File: config.mk
export PLATFORM = sky130hd
export DESIGN_NAME = vip_flatten_scheduler
export DESIGN_NICKNAME = d
export VERILOG_FILES = /design/src/rtl/vip_flatten_pkg.sv /design/src/rtl/vip_flatten_word_mux.sv /design/src/rtl/vip_flatten_scheduler.sv
export SDC_FILE = /design/constraint.sdc
export NUM_CORES = 1
export LEC_CHECK = 0
export BUFFER_PORTS_ARGS = -buffer_cell sky130_fd_sc_hd__buf_2
export CAP_MARGIN = 25
export CELL_PAD_IN_SITES_DETAIL_PLACEMENT = 0
export CELL_PAD_IN_SITES_GLOBAL_PLACEMENT = 1
export CORE_MARGIN = 10
export CORE_UTILIZATION = 42
export CTS_CLUSTER_DIAMETER = 50
export DETAILED_ROUTE_END_ITERATION = 16
export GPL_TIMING_DRIVEN = 0
export HOLD_SLACK_MARGIN = 0.12
export PLACE_DENSITY = 0.81
export SLEW_MARGIN = 25
export SYNTH_ARGS = -nofsm -noshare
export SYNTH_HDL_FRONTEND = slang
export SYNTH_SLANG_ARGS = --single-unit
export TNS_END_PERCENT = 30
File: constraint.sdc
create_clock -name clock -period 2.5 [get_ports clock]
set_input_delay 0.125 -clock clock [delete_from_list [all_inputs] [get_ports clock]]
set_output_delay 0.125 -clock clock [all_outputs]
set_load 0.01 [all_outputs]
File: src/rtl/vip_flatten_pkg.sv
// Shared types and constants for the flatten-stage scheduler.
// Contents: FSM state encoding, default sizing constants, clog2 helper.
package vip_flatten_pkg;

  localparam int unsigned DEF_DWIDTH  = 32;
  localparam int unsigned DEF_NUM_CH  = 16;
  localparam int unsigned DEF_NUM_PIX = 784;

  typedef enum logic [2:0] {
    ST_IDLE   = 3'd0,
    ST_FETCH  = 3'd1,
    ST_LATCH  = 3'd2,
    ST_SERIAL = 3'd3,
    ST_DONE   = 3'd4
  } state_e;

  // Ceiling log2, never below 1 so counters always have at least one bit.
  function automatic int unsigned clog2(input int unsigned v);
    int unsigned r;
    r = 1;
    for (int unsigned i = 1; i < 31; i++) begin
      if (v > (32'd1 << i)) r = i + 1;
    end
    return r;
  endfunction

endpackage

File: src/rtl/vip_flatten_word_mux.sv
// Shadow register for one pixel (all channel words) and channel word select.
// Ports:
//   clock, reset   : clock, async active-low reset
//   load           : capture din into the shadow this cycle
//   din            : packed channel words, channel k at [k*DWIDTH +: DWIDTH]
//   ch             : channel to select
//   word_c         : selected word (combinational)
module vip_flatten_word_mux #(
  parameter int unsigned DWIDTH = 32,
  parameter int unsigned NUM_CH = 16,
  parameter int unsigned CH_W   = 4
) (
  input  logic                     clock,
  input  logic                     reset,
  input  logic                     load,
  input  logic [NUM_CH*DWIDTH-1:0] din,
  input  logic [CH_W-1:0]          ch,
  output logic [DWIDTH-1:0]        word_c
);

  logic [NUM_CH*DWIDTH-1:0] shadow;
  logic [NUM_CH*DWIDTH-1:0] src_c;
  logic [31:0]              base_c;

  // Pixel shadow register
  always_ff @(posedge clock or negedge reset) begin
    if (!reset) begin
      shadow <= '0;
    end else if (load) begin
      shadow <= din;
    end
  end

  // During the load cycle the shadow is not yet valid, so bypass the input
  assign src_c  = load ? din : shadow;
  assign base_c = 32'(ch) * DWIDTH;
  assign word_c = src_c[base_c +: DWIDTH];

endmodule

File: src/rtl/vip_flatten_scheduler.sv
// Flatten-stage sequencer: pops one pixel from all channel FIFOs at once and
// writes the channel words one per cycle (channel 0 first) to the output FIFO.
// Optional macro VIP_FLATTEN_SKEW_CHK_EN adds the sticky skew_err output.
// Ports:
//   clock, reset   : clock, async active-low reset
//   start          : one-cycle pulse, begins one feature-map flatten
//   ff_rdata       : channel FIFO head words (show-ahead), channel k at [k*DWIDTH +: DWIDTH]
//   ff_empty       : per-channel empty flags
//   ff_rdreq       : shared pop to all channel FIFOs (registered)
//   ff_wdata       : output FIFO word (registered)
//   ff_wrreq       : output FIFO write strobe (registered)
//   ff_full        : output FIFO almost-full
//   busy, done     : dense-stage framing
//   skew_err       : lost-lockstep flag (macro builds only)
//   pix_cnt        : pixel currently being serialized
module vip_flatten_scheduler
  import vip_flatten_pkg::*;
#(
  parameter  int unsigned DWIDTH  = DEF_DWIDTH,
  parameter  int unsigned NUM_CH  = DEF_NUM_CH,
  parameter  int unsigned NUM_PIX = DEF_NUM_PIX,
  localparam int unsigned CH_W    = clog2(NUM_CH),
  localparam int unsigned PIX_W   = clog2(NUM_PIX)
) (
  input  logic                     clock,
  input  logic                     reset,
  input  logic                     start,
  input  logic [NUM_CH*DWIDTH-1:0] ff_rdata,
  input  logic [NUM_CH-1:0]        ff_empty,
  output logic                     ff_rdreq,
  output logic [DWIDTH-1:0]        ff_wdata,
  output logic                     ff_wrreq,
  input  logic                     ff_full,
  output logic                     busy,
  output logic                     done,
`ifdef VIP_FLATTEN_SKEW_CHK_EN
  output logic                     skew_err,
`endif
  output logic [PIX_W-1:0]         pix_cnt
);

  localparam logic [CH_W-1:0]  CH_LAST  = CH_W'(NUM_CH - 1);
  localparam logic [PIX_W-1:0] PIX_LAST = PIX_W'(NUM_PIX - 1);

  state_e             state, state_nxt;
  logic [CH_W-1:0]    ch, ch_nxt;
  logic               last_issued, last_issued_nxt;
  logic [PIX_W-1:0]   pix_cnt_nxt;
  logic               ff_rdreq_nxt, ff_wrreq_nxt, busy_nxt, done_nxt;
  logic [DWIDTH-1:0]  ff_wdata_nxt;
  logic               load_c, issue_c, all_ready_c;
  logic [DWIDTH-1:0]  word_c;

  assign all_ready_c = ~|ff_empty;
  assign load_c      = (state == ST_LATCH);

  vip_flatten_word_mux #(
    .DWIDTH (DWIDTH),
    .NUM_CH (NUM_CH),
    .CH_W   (CH_W)
  ) u_word_mux (
    .clock  (clock),
    .reset  (reset),
    .load   (load_c),
    .din    (ff_rdata),
    .ch     (ch),
    .word_c (word_c)
  );

  // State and registered outputs
  always_ff @(posedge clock or negedge reset) begin
    if (!reset) begin
      state       <= ST_IDLE;
      ch          <= '0;
      last_issued <= 1'b0;
      pix_cnt     <= '0;
      ff_rdreq    <= 1'b0;
      ff_wrreq    <= 1'b0;
      ff_wdata    <= '0;
      busy        <= 1'b0;
      done        <= 1'b0;
    end else begin
      state       <= state_nxt;
      ch          <= ch_nxt;
      last_issued <= last_issued_nxt;
      pix_cnt     <= pix_cnt_nxt;
      ff_rdreq    <= ff_rdreq_nxt;
      ff_wrreq    <= ff_wrreq_nxt;
      ff_wdata    <= ff_wdata_nxt;
      busy        <= busy_nxt;
      done        <= done_nxt;
    end
  end

  // Next state and next registered outputs. A word is "issued" into the
  // output register one cycle before it is presented with ff_wrreq; the pixel
  // ends in the cycle the last channel's word is presented.
  always_comb begin
    state_nxt       = state;
    ch_nxt          = ch;
    last_issued_nxt = last_issued;
    pix_cnt_nxt     = pix_cnt;
    ff_rdreq_nxt    = 1'b0;
    ff_wrreq_nxt    = 1'b0;
    ff_wdata_nxt    = ff_wdata;
    busy_nxt        = busy;
    done_nxt        = 1'b0;
    issue_c         = 1'b0;

    case (state)
      ST_IDLE: begin
        if (start) begin
          state_nxt = ST_FETCH;
          busy_nxt  = 1'b1;
        end
      end
      ST_FETCH: begin
        if (all_ready_c) begin
          ff_rdreq_nxt = 1'b1;
          state_nxt    = ST_LATCH;
        end
      end
      ST_LATCH: begin
        issue_c   = 1'b1;
        state_nxt = ST_SERIAL;
      end
      ST_SERIAL: begin
        if (last_issued) begin
          last_issued_nxt = 1'b0;
          ch_nxt          = '0;
          if (pix_cnt == PIX_LAST) begin
            pix_cnt_nxt = '0;
            busy_nxt    = 1'b0;
            done_nxt    = 1'b1;
            state_nxt   = ST_DONE;
          end else begin
            pix_cnt_nxt = pix_cnt + PIX_W'(1);
            state_nxt   = ST_FETCH;
          end
        end else begin
          issue_c = 1'b1;
        end
      end
      ST_DONE: begin
        state_nxt = ST_IDLE;
      end
      default: begin
        state_nxt = ST_IDLE;
      end
    endcase

    // Under backpressure the pending word is still presented, without strobe
    if (issue_c) begin
      ff_wdata_nxt = word_c;
      if (!ff_full) begin
        ff_wrreq_nxt = 1'b1;
        ch_nxt       = ch + CH_W'(1);
        if (ch == CH_LAST) last_issued_nxt = 1'b1;
      end
    end
  end

`ifdef VIP_FLATTEN_SKEW_CHK_EN
  logic [1:0] skew_run;
  logic       skew_c;

  assign skew_c = (state == ST_FETCH) && (|ff_empty) && !(&ff_empty);

  // Partial-empty persisting 4 FETCH cycles means the channels lost lockstep
  always_ff @(posedge clock or negedge reset) begin
    if (!reset) begin
      skew_run <= '0;
      skew_err <= 1'b0;
    end else if (skew_c) begin
      if (skew_run == 2'd3) skew_err <= 1'b1;
      else                  skew_run <= skew_run + 2'd1;
    end else begin
      skew_run <= '0;
    end
  end
`endif

endmodule

==> results.toml <==
[outcome]
status = "complete, but fails checks"
violations = "negative setup slack"

[floorplan]
num_rows = 96
fp.dieH_um = 283
io_pins = 578
core-area_sq_um = 68600
initial_core_util_pct = 42.3
die_w_um = 283
dieArea_sq_um = 80100

[clock_network]
ctsRootBufferMaster = "clkbuf_16"
clock-sinks = 566
clk_latency_ns = 0.63
path_clk_slew_ns = 0.06
clock_tree.buffer_depth = 3
h-tree-depth = 3
tritoncts = "yes"
cts_inserted_buffers = 77

[worst_setup_path]
cp_num_cells = 7
rr_worst_depth = 7
arrival_ns = 3.19
worstPathCellList = "clkbuf_4 > clkbuf_1 > nand2b_1 > a21oi_1 > nor3_2 > nor4_4 > a211o_1"
rrSetupSlack_ns = -0.18
worstPathMaxFanout = 10
critPathBufInv = 2
required_ns = 3.01
critPathMaxStageDelay_ns = 0.75
path_class = "register to register"
crit_family = "buffers and inverters"
worst_path_max_delay_cell = "clkbuf_1"
endpoint_kind = "register"
start_kind = "register"

[global_routing]
grt_pass1_vias = 31983
overflow = 0
grt_pass1_wl_mm = 229
globalRouteMet1Util_pct = 47.9
use_met3_pct = 12.0
grt_use_total_pct = 39.3
met2_usage_pct = 59.8
grt_max_degree = 87
antenna_found_initial = 47
busiest_layer = "met2"

[job]
cap_violations = 0

[finish]
mostFrequentLayoutCell = "nand2_1"
nNetsFinal = 4941
drive_gt1_share_pct = 29.7
area_growth_pct = 49.2
fillerInstances = 5704
final_cell_mix = "1488 x nand2_1, 587 x buf_2, 563 x dfrtp_1"
fin_cells = 5443
final_core_util_pct = 63.2

[placement]
portBuffers = 577
detailed_place_hpwl_mm = 116
dp.cells = 4711
gp_congestion = 0.980

[route]
drt-initial-drc-count = 4511
wirelength_mm = 163
avgViaCountPerCell = 5.82
drc = 0
dr.pass1.iters = 7
final_antenna_net_count = 0
vias = 31691
wire_per_inst_um = 30.0

[synthesis]
syn_inst = 3194
synth.net_count = 3728
synth_mux_area_share_pct = 14.3
yosysSeqAreaShare_pct = 48.8
yosys_warnings = 0
synth_top_flop_cell = "dfrtp_1"
synth_fa_ha_area_share_pct = 0.0862
synth-xor-area-share_pct = 0.211
synth-edff-count = 0
ys_types = 60
syn_avg_cell_area_sq_um = 9.09
synth_compound_area_share_pct = 6.62
ys_ff_latch = 566
syn_area_sq_um = 29000
synth_top_family_by_area = "simple AND/OR/NAND/NOR gates"
ys_async_sr_fraction_pct = 100
synth-simple-area-share_pct = 26.3

[sta]
slew_headroom_pct = 32.0
fin_ws_ns = -0.181
rsz0062_at_grt = "yes"
fin_skew_ns = 0.0209
min_period_over_period_pct = 107
hold_viol_final = 0
min_period_ns = 2.68
setup_viol = 26
worst_pin_slew_ns = 1.02
drv_slew = 0
max_freq_mhz = 373

[min_path]
worstHoldPathCells = 4
hold_path.class = "input port to register"

[power_and_ir_drop]
power.total_mw = 22.5
power_leakage_nw = 19.4
ir_drop_mv = 0.442
powerDensity_nw_per_um2 = 518
worst reg2reg max path, delay by kind of cell, from the launching register on:
| kind | cells | cell delay [ns] |
|---|---|---|
| buffers and inverters | 2 | 1.03 |
| AND/OR/NAND/NOR | 3 | 0.79 |
| AO/OA/AOI/OAI | 2 | 0.38 |
| flip-flops | 1 | 0.37 |
routing by layer:
layer | routed length, um | share of wire [%]
met1 | 58600 | 36
met3 | 20400 | 12
met5 | 125 | 0.077
met4 | 12500 | 7.7
met2 | 71500 | 44
repair_timing:
action | CTS | global route
hold buffers | 519 | 0
setup endpoints to repair | 479 | 263
gates cloned | 1 | 0
hold endpoints to repair | 766 | 0
pin swaps | 18 | 20
resized for setup | 457 | 85
buffers inserted | 17 | 11
final timing paths:
| path | from | endpoint |
|---|---|---|
| setup reg to reg | ch[0] | ff_wdata[18] |
| min in group asynchronous | reset | u_word_mux.shadow[500] |
| max in group asynchronous | reset | u_word_mux.shadow[369] |
| hold reg to reg | u_word_mux.shadow[50] | u_word_mux.shadow[50] |
| hold / removal | ff_rdata[223] | u_word_mux.shadow[223] |
| setup / recovery | ch[0] | ff_wdata[18] |
Yosys cell counts (all sizes together), types with 3 or more instances:
| cell | count | area [sq um] |
|---|---|---|
| nor3 | 80 | 400 |
| and3 | 10 | 62.6 |
| buf | 94 | 539 |
| a211o | 28 | 245 |
| nand4 | 3 | 18.8 |
| mux2 | 79 | 890 |
| nand3 | 23 | 115 |
| inv | 7 | 26.3 |
| a21oi | 131 | 656 |
| nor4 | 50 | 313 |
| o21ai | 36 | 180 |
| clkbuf | 135 | 507 |
| nor2 | 34 | 128 |
| o2111a | 10 | 113 |
| nand2 | 1496 | 5620 |
| dfrtp | 566 | 14200 |
| mux4 | 144 | 3240 |
| a31oi | 4 | 25.0 |
| xnor2 | 6 | 52.6 |
| nand2b | 141 | 882 |
| o32ai | 12 | 105 |
| o22ai | 61 | 382 |
cell families (layout without fill, tap and decap cells):
family	Yosys count	in the layout
flip-flops	566	566
adder cells (fa/ha/maj)	2	2
AO/OA/AOI/OAI	307	307
buffers and inverters	236	1509
multiplexers	225	225
other	0	45
XOR/XNOR	7	7
AND/OR/NAND/NOR	1851	1851
area by class of cell:
| cell class | instances | area, sq um | share of cell area [%] |
|---|---|---|---|
| clock inverter | 35 | 305 | 0.704 |
| sequential | 566 | 14200 | 32.7 |
| tap | 931 | 1160 | 2.69 |
| antenna | 45 | 113 | 0.260 |
| timing repair buffer | 1134 | 8630 | 19.9 |
| multi-input combinational | 2392 | 14800 | 34.2 |
| buffer | 229 | 1890 | 4.36 |
| clock buffer | 104 | 2200 | 5.08 |
| inverter | 7 | 26.3 | 0.0606 |
power breakdown:
| part | internal [mW] | switching [mW] |
|---|---|---|
| Combinational | 1.08 | 1.20 |
| Clock | 6.43 | 4.58 |
| Sequential | 9.17 | 0.00248 |
| Total | 16.7 | 5.78 |
registers in the layout, summed over array words and instances (netlist names):
| signal | cells |
|---|---|
| ff_rdreq | 1 |
| u_word_mux.shadow | 512 |
| ch | 4 |
| done | 1 |
| state | 3 |
| pix_cnt | 10 |
| ff_wdata | 32 |
| ff_wrreq | 1 |
| last_issued | 1 |
| busy | 1 |
metrics by stage:
stage	instance area (sq um)	hold slack (ns)	setup WS [ns]	setup TNS (ns)
after floorplan	29000	-0.171	0.307	0
after global placement	33100	0.332	-11.24	-6651.59
after detailed placement	33300	-0.0237	-1.81	-341.30
after CTS	42800	0.214	-0.0880	-0.557
after global routing	43300	0.257	-0.127	-2.22
final	43300	0.243	-0.181	-1.48
No activity file was read; power rests on OpenSTA's default activity.
